**config.mk**
```make
export PLATFORM = sky130hd
export DESIGN_NAME = pwd_oracle
export DESIGN_NICKNAME = d
export VERILOG_FILES = /design/src/rtl/pwd_pkg.sv /design/src/rtl/pwd_char_cmp.sv /design/src/rtl/pwd_oracle.sv
export SDC_FILE = /design/constraint.sdc
export NUM_CORES = 1
export LEC_CHECK = 0
export BUFFER_PORTS_ARGS = -buffer_cell sky130_fd_sc_hd__clkbuf_2
export CAP_MARGIN = 20
export CORE_UTILIZATION = 55
export CTS_CLUSTER_SIZE = 8
export DETAILED_ROUTE_END_ITERATION = 12
export GPL_TIMING_DRIVEN = 0
export PLACE_DENSITY = 0.76
export SLEW_MARGIN = 20
export SYNTH_ARGS = -nofsm -noshare
export SYNTH_HDL_FRONTEND = slang
export SYNTH_SLANG_ARGS = --single-unit
export TNS_END_PERCENT = 10
```
**constraint.sdc**
```tcl
create_clock -name clk -period 6.3 [get_ports clk]
set_input_delay 0.63 -clock clk [delete_from_list [all_inputs] [get_ports clk]]
set_output_delay 0.63 -clock clk [all_outputs]
set_load 0.05 [all_outputs]
```
**src/rtl/pwd_pkg.sv**
```systemverilog
// Shared definitions for the password oracle: digit encoding, charset helpers, FSM states.
package pwd_pkg;

  localparam int DIGIT_W         = 6;
  localparam int CHARSET_SIZE    = 36;
  localparam int ASCII_DIG_OFS   = 48;
  localparam int ASCII_ALPHA_OFS = 87;

  typedef enum logic [2:0] {
    ST_EMPTY,
    ST_LOADING,
    ST_ARMED,
    ST_CHECK,
    ST_RESPOND,
    ST_LOCKED
  } pwd_state_e;

  // Only meaningful for d < CHARSET_SIZE; callers gate larger digits.
  function automatic logic [7:0] digit_to_ascii(input logic [DIGIT_W-1:0] d);
    if (d < 6'd10) return 8'(d) + 8'(ASCII_DIG_OFS);
    else           return 8'(d) + 8'(ASCII_ALPHA_OFS);
  endfunction

  function automatic logic is_charset(input logic [7:0] b);
    return ((b >= 8'd48) && (b <= 8'd57)) || ((b >= 8'd97) && (b <= 8'd122));
  endfunction

endpackage

```
**src/rtl/pwd_char_cmp.sv**
```systemverilog
// Compares one candidate digit against one stored password byte.
module pwd_char_cmp
  import pwd_pkg::*;
(
  input  logic [DIGIT_W-1:0] i_digit,
  input  logic [7:0]         i_char,
  output logic               o_eq
);

  // Digits beyond the charset must never match, whatever the stored byte is.
  assign o_eq = (i_digit < 6'(CHARSET_SIZE)) && (digit_to_ascii(i_digit) == i_char);

endmodule

```
**src/rtl/pwd_oracle.sv**
```systemverilog
// Password oracle: byte-serial password load, then candidate queries answered match/no-match.
// Optional consecutive-failure lockout enabled by defining PWD_ORACLE_LOCKOUT_EN.
module pwd_oracle
  import pwd_pkg::*;
#(
  parameter int NUM_CHARS = 4,
  parameter int MAX_TRIES = 16
) (
  input  logic                         clk,
  input  logic                         rst,
  input  logic                         load_valid,
  input  logic [7:0]                   load_data,
  output logic                         load_ready,
  input  logic                         cand_valid,
  input  logic [DIGIT_W*NUM_CHARS-1:0] cand_digits,
  output logic                         cand_ready,
  output logic                         resp_valid,
  output logic                         resp_match,
  input  logic                         resp_ready,
  output logic                         armed,
  output logic                         locked,
  output logic [15:0]                  attempts
);

  localparam int IDX_W = (NUM_CHARS > 1) ? $clog2(NUM_CHARS) : 1;

  if (NUM_CHARS < 1 || MAX_TRIES < 1) begin : g_param_chk
    $error("pwd_oracle: NUM_CHARS and MAX_TRIES must be >= 1");
  end

  pwd_state_e                   r_state;
  logic [IDX_W-1:0]             r_idx;
  logic [NUM_CHARS-1:0][7:0]    r_pwd;
  logic [DIGIT_W*NUM_CHARS-1:0] r_cand;
  logic [15:0]                  r_attempts;
  logic                         r_load_ready;
  logic                         r_cand_ready;
  logic                         r_resp_valid;
  logic                         r_resp_match;
  logic                         r_armed;
  logic [NUM_CHARS-1:0]         w_eq;

  for (genvar g = 0; g < NUM_CHARS; g++) begin : g_cmp
    pwd_char_cmp u_cmp (
      .i_digit (r_cand[DIGIT_W*g +: DIGIT_W]),
      .i_char  (r_pwd[g]),
      .o_eq    (w_eq[g])
    );
  end

`ifdef PWD_ORACLE_LOCKOUT_EN
  localparam int FAIL_W = $clog2(MAX_TRIES + 1);
  logic [FAIL_W-1:0] r_fail_cnt;
  logic              r_locked;
  assign locked = r_locked;
`else
  assign locked = 1'b0;
`endif

  always_ff @(posedge clk) begin
    if (!rst) begin
      r_state      <= ST_EMPTY;
      r_idx        <= '0;
      r_pwd        <= '0;
      r_cand       <= '0;
      r_attempts   <= '0;
      r_load_ready <= 1'b1;
      r_cand_ready <= 1'b0;
      r_resp_valid <= 1'b0;
      r_resp_match <= 1'b0;
      r_armed      <= 1'b0;
`ifdef PWD_ORACLE_LOCKOUT_EN
      r_fail_cnt   <= '0;
      r_locked     <= 1'b0;
`endif
    end else begin
      case (r_state)
        ST_EMPTY, ST_LOADING: begin
          // Out-of-charset bytes are swallowed without advancing the index.
          if (load_valid && is_charset(load_data)) begin
            r_pwd[r_idx] <= load_data;
            if (r_idx == IDX_W'(NUM_CHARS - 1)) begin
              r_state      <= ST_ARMED;
              r_load_ready <= 1'b0;
              r_cand_ready <= 1'b1;
              r_armed      <= 1'b1;
            end else begin
              r_idx   <= r_idx + 1'b1;
              r_state <= ST_LOADING;
            end
          end
        end
        ST_ARMED: begin
          if (cand_valid) begin
            r_cand       <= cand_digits;
            r_cand_ready <= 1'b0;
            r_state      <= ST_CHECK;
            if (r_attempts != 16'hFFFF) r_attempts <= r_attempts + 16'd1;
          end
        end
        ST_CHECK: begin
          r_resp_match <= &w_eq;
          r_resp_valid <= 1'b1;
          r_state      <= ST_RESPOND;
        end
        ST_RESPOND: begin
          if (resp_ready) begin
            r_resp_valid <= 1'b0;
            r_resp_match <= 1'b0;
            r_state      <= ST_ARMED;
            r_cand_ready <= 1'b1;
`ifdef PWD_ORACLE_LOCKOUT_EN
            if (r_resp_match) begin
              r_fail_cnt <= '0;
            end else if (r_fail_cnt == FAIL_W'(MAX_TRIES - 1)) begin
              r_fail_cnt   <= r_fail_cnt + 1'b1;
              r_state      <= ST_LOCKED;
              r_cand_ready <= 1'b0;
              r_locked     <= 1'b1;
            end else begin
              r_fail_cnt <= r_fail_cnt + 1'b1;
            end
`endif
          end
        end
        ST_LOCKED: ;
        default: begin
          r_state      <= ST_EMPTY;
          r_idx        <= '0;
          r_load_ready <= 1'b1;
          r_cand_ready <= 1'b0;
          r_resp_valid <= 1'b0;
          r_resp_match <= 1'b0;
          r_armed      <= 1'b0;
        end
      endcase
    end
  end

  assign load_ready = r_load_ready;
  assign cand_ready = r_cand_ready;
  assign resp_valid = r_resp_valid;
  assign resp_match = r_resp_match;
  assign armed      = r_armed;
  assign attempts   = r_attempts;

endmodule
```
==> implementation parameters <==
Parameter                              Value

Floorplan
  Area of the die    9530 µm²
  Area of the placeable core    8810 µm²
  Number of I/O pins    59
  Placement Rows    34
  Starting Density    0.571
  Die boundary height    97.6 µm
  Die extent in x    97.6 µm

Clocking
  # hold bufs at CTS    0
  Clock tree root buffer cell    clkbuf_8
  Number of buffers inserted by post-CTS setup repair    0
  CTS resizes    0
  Clock edge transition at the registers on the reported setup and hold paths    100 ps
  Sink count of the clock tree    82
  Maximum root-to-sink buffer count    2
  TritonCTS buffer count    9
  Clock tree from TritonCTS    done
  Maximum level of the CTS H-tree    3
  Later-pin clock latency in the skew report    360 ps

Global route
  Number of global-route vias before repair    4349
  Pin count of the biggest net entering global routing    18
  Total GRT Usage    0.271
  Wire length of the first global-routing pass    20800 µm
  Number of antenna violations at the first check in global routing    0
  Grt ovf    0

Detailed routing
  Post-route DRC violation count    8
  DRC violation total after the first TritonRoute iteration    260
  Vias after detailed routing    4764
  Via density    5.79
  Drt wl/cell    15.3 µm
  Total wire length    12600 µm
  Antenna-violating nets left    0
  1st-pass router iterations    8

Power
  Total leakage power    2.13 nW
  Portion of total power attributed to the clock network    0.400
  Highest ir drop seen on vdd    0.121 mV
  Part of the total power dissipated in combinational logic    0.054
  Power per Cell Area    170 nW/µm²
  Part of the power in registers    0.546
  Switching pwr    0.262 mW
  Switching share of power    0.273
  Internal power    0.697 mW

Worst setup path
  Worst endpoint required time    6560 ps
  CP Capture Type    flop
  CP max stage delay    540 ps
  WS Path Type    flop to flop
  Worst-path cell with the longest stage delay    or4_1
  Worst Path Arrival    3410 ps
  Top cell family by delay on the critical path    simple AND/OR/NAND/NOR gates
  Buf+Inv Stages, Crit Path    1
  Highest net fanout along the worst path    6
  Worst reg-to-reg path cell count    9
  Startpoint class of the critical path    flop
  Cell depth of the worst setup path    9
  Crit path top cell by count    or4_1
  Ordered list of cells on the worst path    inv_1 > ha_1 > nand2b_1 > o41ai_1 > a2111oi_2 > nand4_1 > or4_1 > or4_1 > o31ai_1

STA
  Hold Vio Cnt, Final    0
  Clock period minus worst slack    3150 ps
  RSZ-0062 raised after global routing    no
  Number of max-slew violations in the final report    0
  Final cycle utilization of the critical path    0.500
  Tightest Pin Transition    1010 ps
  Worst rel slew slack    0.319
  Highest clock rate    0.318 GHz
  Endpoints failing setup    0
  Total negative slack    0 ps
  Clock Skew    20.5 ps

Hold path
  Path type of the worst min-delay path    flop to flop
  Worst Hold Depth    2

Yosys
  Synthesized area per cell    7.84 µm²
  Share of flip-flops with an asynchronous set or reset    0
  Netlist Area Pre-Place    5030 µm²
  Flip-flop and latch count after synthesis    82
  Nets in the synthesized netlist    705
  Gate count after technology mapping    642
  Total number of yosys warnings    0
  Unique cell type count in the Yosys netlist    62
  Proportion of synthesized chip area in sequential cells    0.326
  Count of flip-flops with a built-in enable after synthesis    0
  Most instantiated flip-flop cell in the synthesis netlist    dfxtp_1

Placed design
  Port buffer count    57
  Number of cells in the design after placement    807
  Routability cong.    0.903
  Placement-stage cell area    5450 µm²
  Post-DP HPWL    9610 µm

Layout
  Area of all placed cells without fillers    5650 µm²
  Layout-stage area growth over the synthesis result    12.3%
  Number of nets in the finished design    773
  Antenna diode instance count    0
  Number of non-filler instances in the completed layout    823
  Layout cell share with drive strength beyond 1    0.131

Status
  Failing checks    design-rule violations
  Result of the run    finished, violations left

Run
  Max_cap viols    0
[cells in the mapped netlist, types with 3 or more instances]
| master | n | area share |
|---|---|---|
| a211oi_1 | 3 | 0.0045 |
| a21bo_2 | 4 | 0.0080 |
| a21boi_0 | 42 | 0.063 |
| a21oi_1 | 31 | 0.031 |
| a31oi_1 | 7 | 0.0087 |
| and2_1 | 8 | 0.0099 |
| and3_1 | 9 | 0.011 |
| buf_2 | 9 | 0.0090 |
| clkbuf_1 | 24 | 0.018 |
| dfxtp_1 | 82 | 0.33 |
| ha_1 | 26 | 0.065 |
| inv_1 | 40 | 0.030 |
| mux2i_1 | 8 | 0.016 |
| nand2_1 | 102 | 0.076 |
| nand2b_1 | 4 | 0.0050 |
| nand3_1 | 41 | 0.041 |
| nand3b_1 | 4 | 0.0060 |
| nand4_1 | 12 | 0.015 |
| nor2_1 | 20 | 0.015 |
| nor2b_1 | 15 | 0.019 |
| nor3_1 | 12 | 0.012 |
| nor4_1 | 3 | 0.0037 |
| o211ai_1 | 4 | 0.0060 |
| o21a_1 | 3 | 0.0045 |
| o21ai_0 | 23 | 0.023 |
| o22ai_1 | 4 | 0.0050 |
| o31ai_1 | 3 | 0.0045 |
| o32ai_1 | 3 | 0.0052 |
| or2_2 | 3 | 0.0037 |
| or3_1 | 7 | 0.0087 |
| or4_1 | 4 | 0.0060 |
| xnor2_1 | 25 | 0.044 |
| xor2_1 | 18 | 0.031 |
[state kept, by name, indices dropped and copies added (netlist names), 2 cells and up]
name	count
r_state	3
r_pwd	32
r_cand	24
attempts	16
r_idx	2
[cells by family (layout without fill, tap and decap cells)]
logic type | Yosys count | count (layout) | share of synthesized area
fa+ha+maj | 26 | 26 | 0.0647
other cells | 1 | 1 | 0.000745
compound gates | 157 | 157 | 0.216
flops | 82 | 82 | 0.326
buf+inv | 74 | 147 | 0.0582
mux | 8 | 8 | 0.0159
xor+xnor | 43 | 43 | 0.0749
simple gates | 251 | 251 | 0.243
[metal layers]
layer / global-route usage / vias to the layer above / part of all wire
met3: 0.0424 / 22 / 0.054
met5: 0 / - / 0
li1: - / 2375 / -
met1: 0.355 / 2210 / 0.47
met4: 0.101 / 0 / 0.026
met2: 0.447 / 157 / 0.45
[worst paths after layout]
path | slack (ps) | end | startpoint
worst max-delay path | 3150 | resp_match$_SDFFE_PN0P_ | r_cand[4]$_SDFFE_PN0P_
worst min-delay path | 450 | r_pwd[31]$_SDFFE_PN0P_ | r_pwd[31]$_SDFFE_PN0P_
worst max register to register | 3150 | resp_match$_SDFFE_PN0P_ | r_cand[4]$_SDFFE_PN0P_
worst min register to register | 450 | r_pwd[31]$_SDFFE_PN0P_ | r_pwd[31]$_SDFFE_PN0P_
[worst min-delay path: stages (launching register included)]
cell and delay, ps:
dfxtp_1 320, nand2_1 60, nor2_1 30
[cells in the final DEF, fill, tap and decap left out, drive strengths merged, types with 3 or more instances in the layout]
master	n
nand2b	4
a2111oi	3
o211ai	4
or3	7
o32ai	3
xnor2	25
and3	9
nand3b	4
o31ai	3
nor2b	15
inv	43
or2	3
o21a	3
nor4	3
xor2	18
a21boi	42
clkinv	3
a31oi	7
dfxtp	82
clkbuf	90
nand4	12
nand2	102
mux2i	8
nand3	41
nor3	12
o22ai	4
ha	26
a21oi	31
and2	8
or4	4
o21ai	25
a21bo	4
a211oi	4
nor2	20
buf	10
[power groups by stage]
stage / Clock (mW) / Combinational, mW / Sequential [mW]
after floorplan: 0 / 0.0253 / 0.538
after global placement: 0 / 0.0504 / 0.535
after detailed placement: 0 / 0.0516 / 0.536
after CTS: 0.389 / 0.0517 / 0.524
after global routing: 0.407 / 0.0569 / 0.524
final: 0.384 / 0.0517 / 0.524
[area by class of cell]
class	count	area (µm²)
flip-flops and latches	82	1640
repair buffers	57	285
fillers	777	3160
well taps	108	135
inverters	40	150
clock buffers	9	124
plain buffers	34	143
clock inverters	7	72.6
multi-input cells	486	3100
[stage by stage]
step / setup WS (ps) / hold slack, ps / util / power [mW]
2_1_floorplan: 3650 / 422 / - / 0.563
3_3_place_gp: 3320 / 432 / 0.619 / 0.586
3_5_place_dp: 3280 / 436 / 0.619 / 0.587
4_1_cts: 3220 / 448 / 0.641 / 0.964
5_1_grt: 3000 / 476 / 0.641 / 0.988
6_report: 3150 / 449 / 0.641 / 0.959
Note: power is estimated with default switching activity, not from simulation.
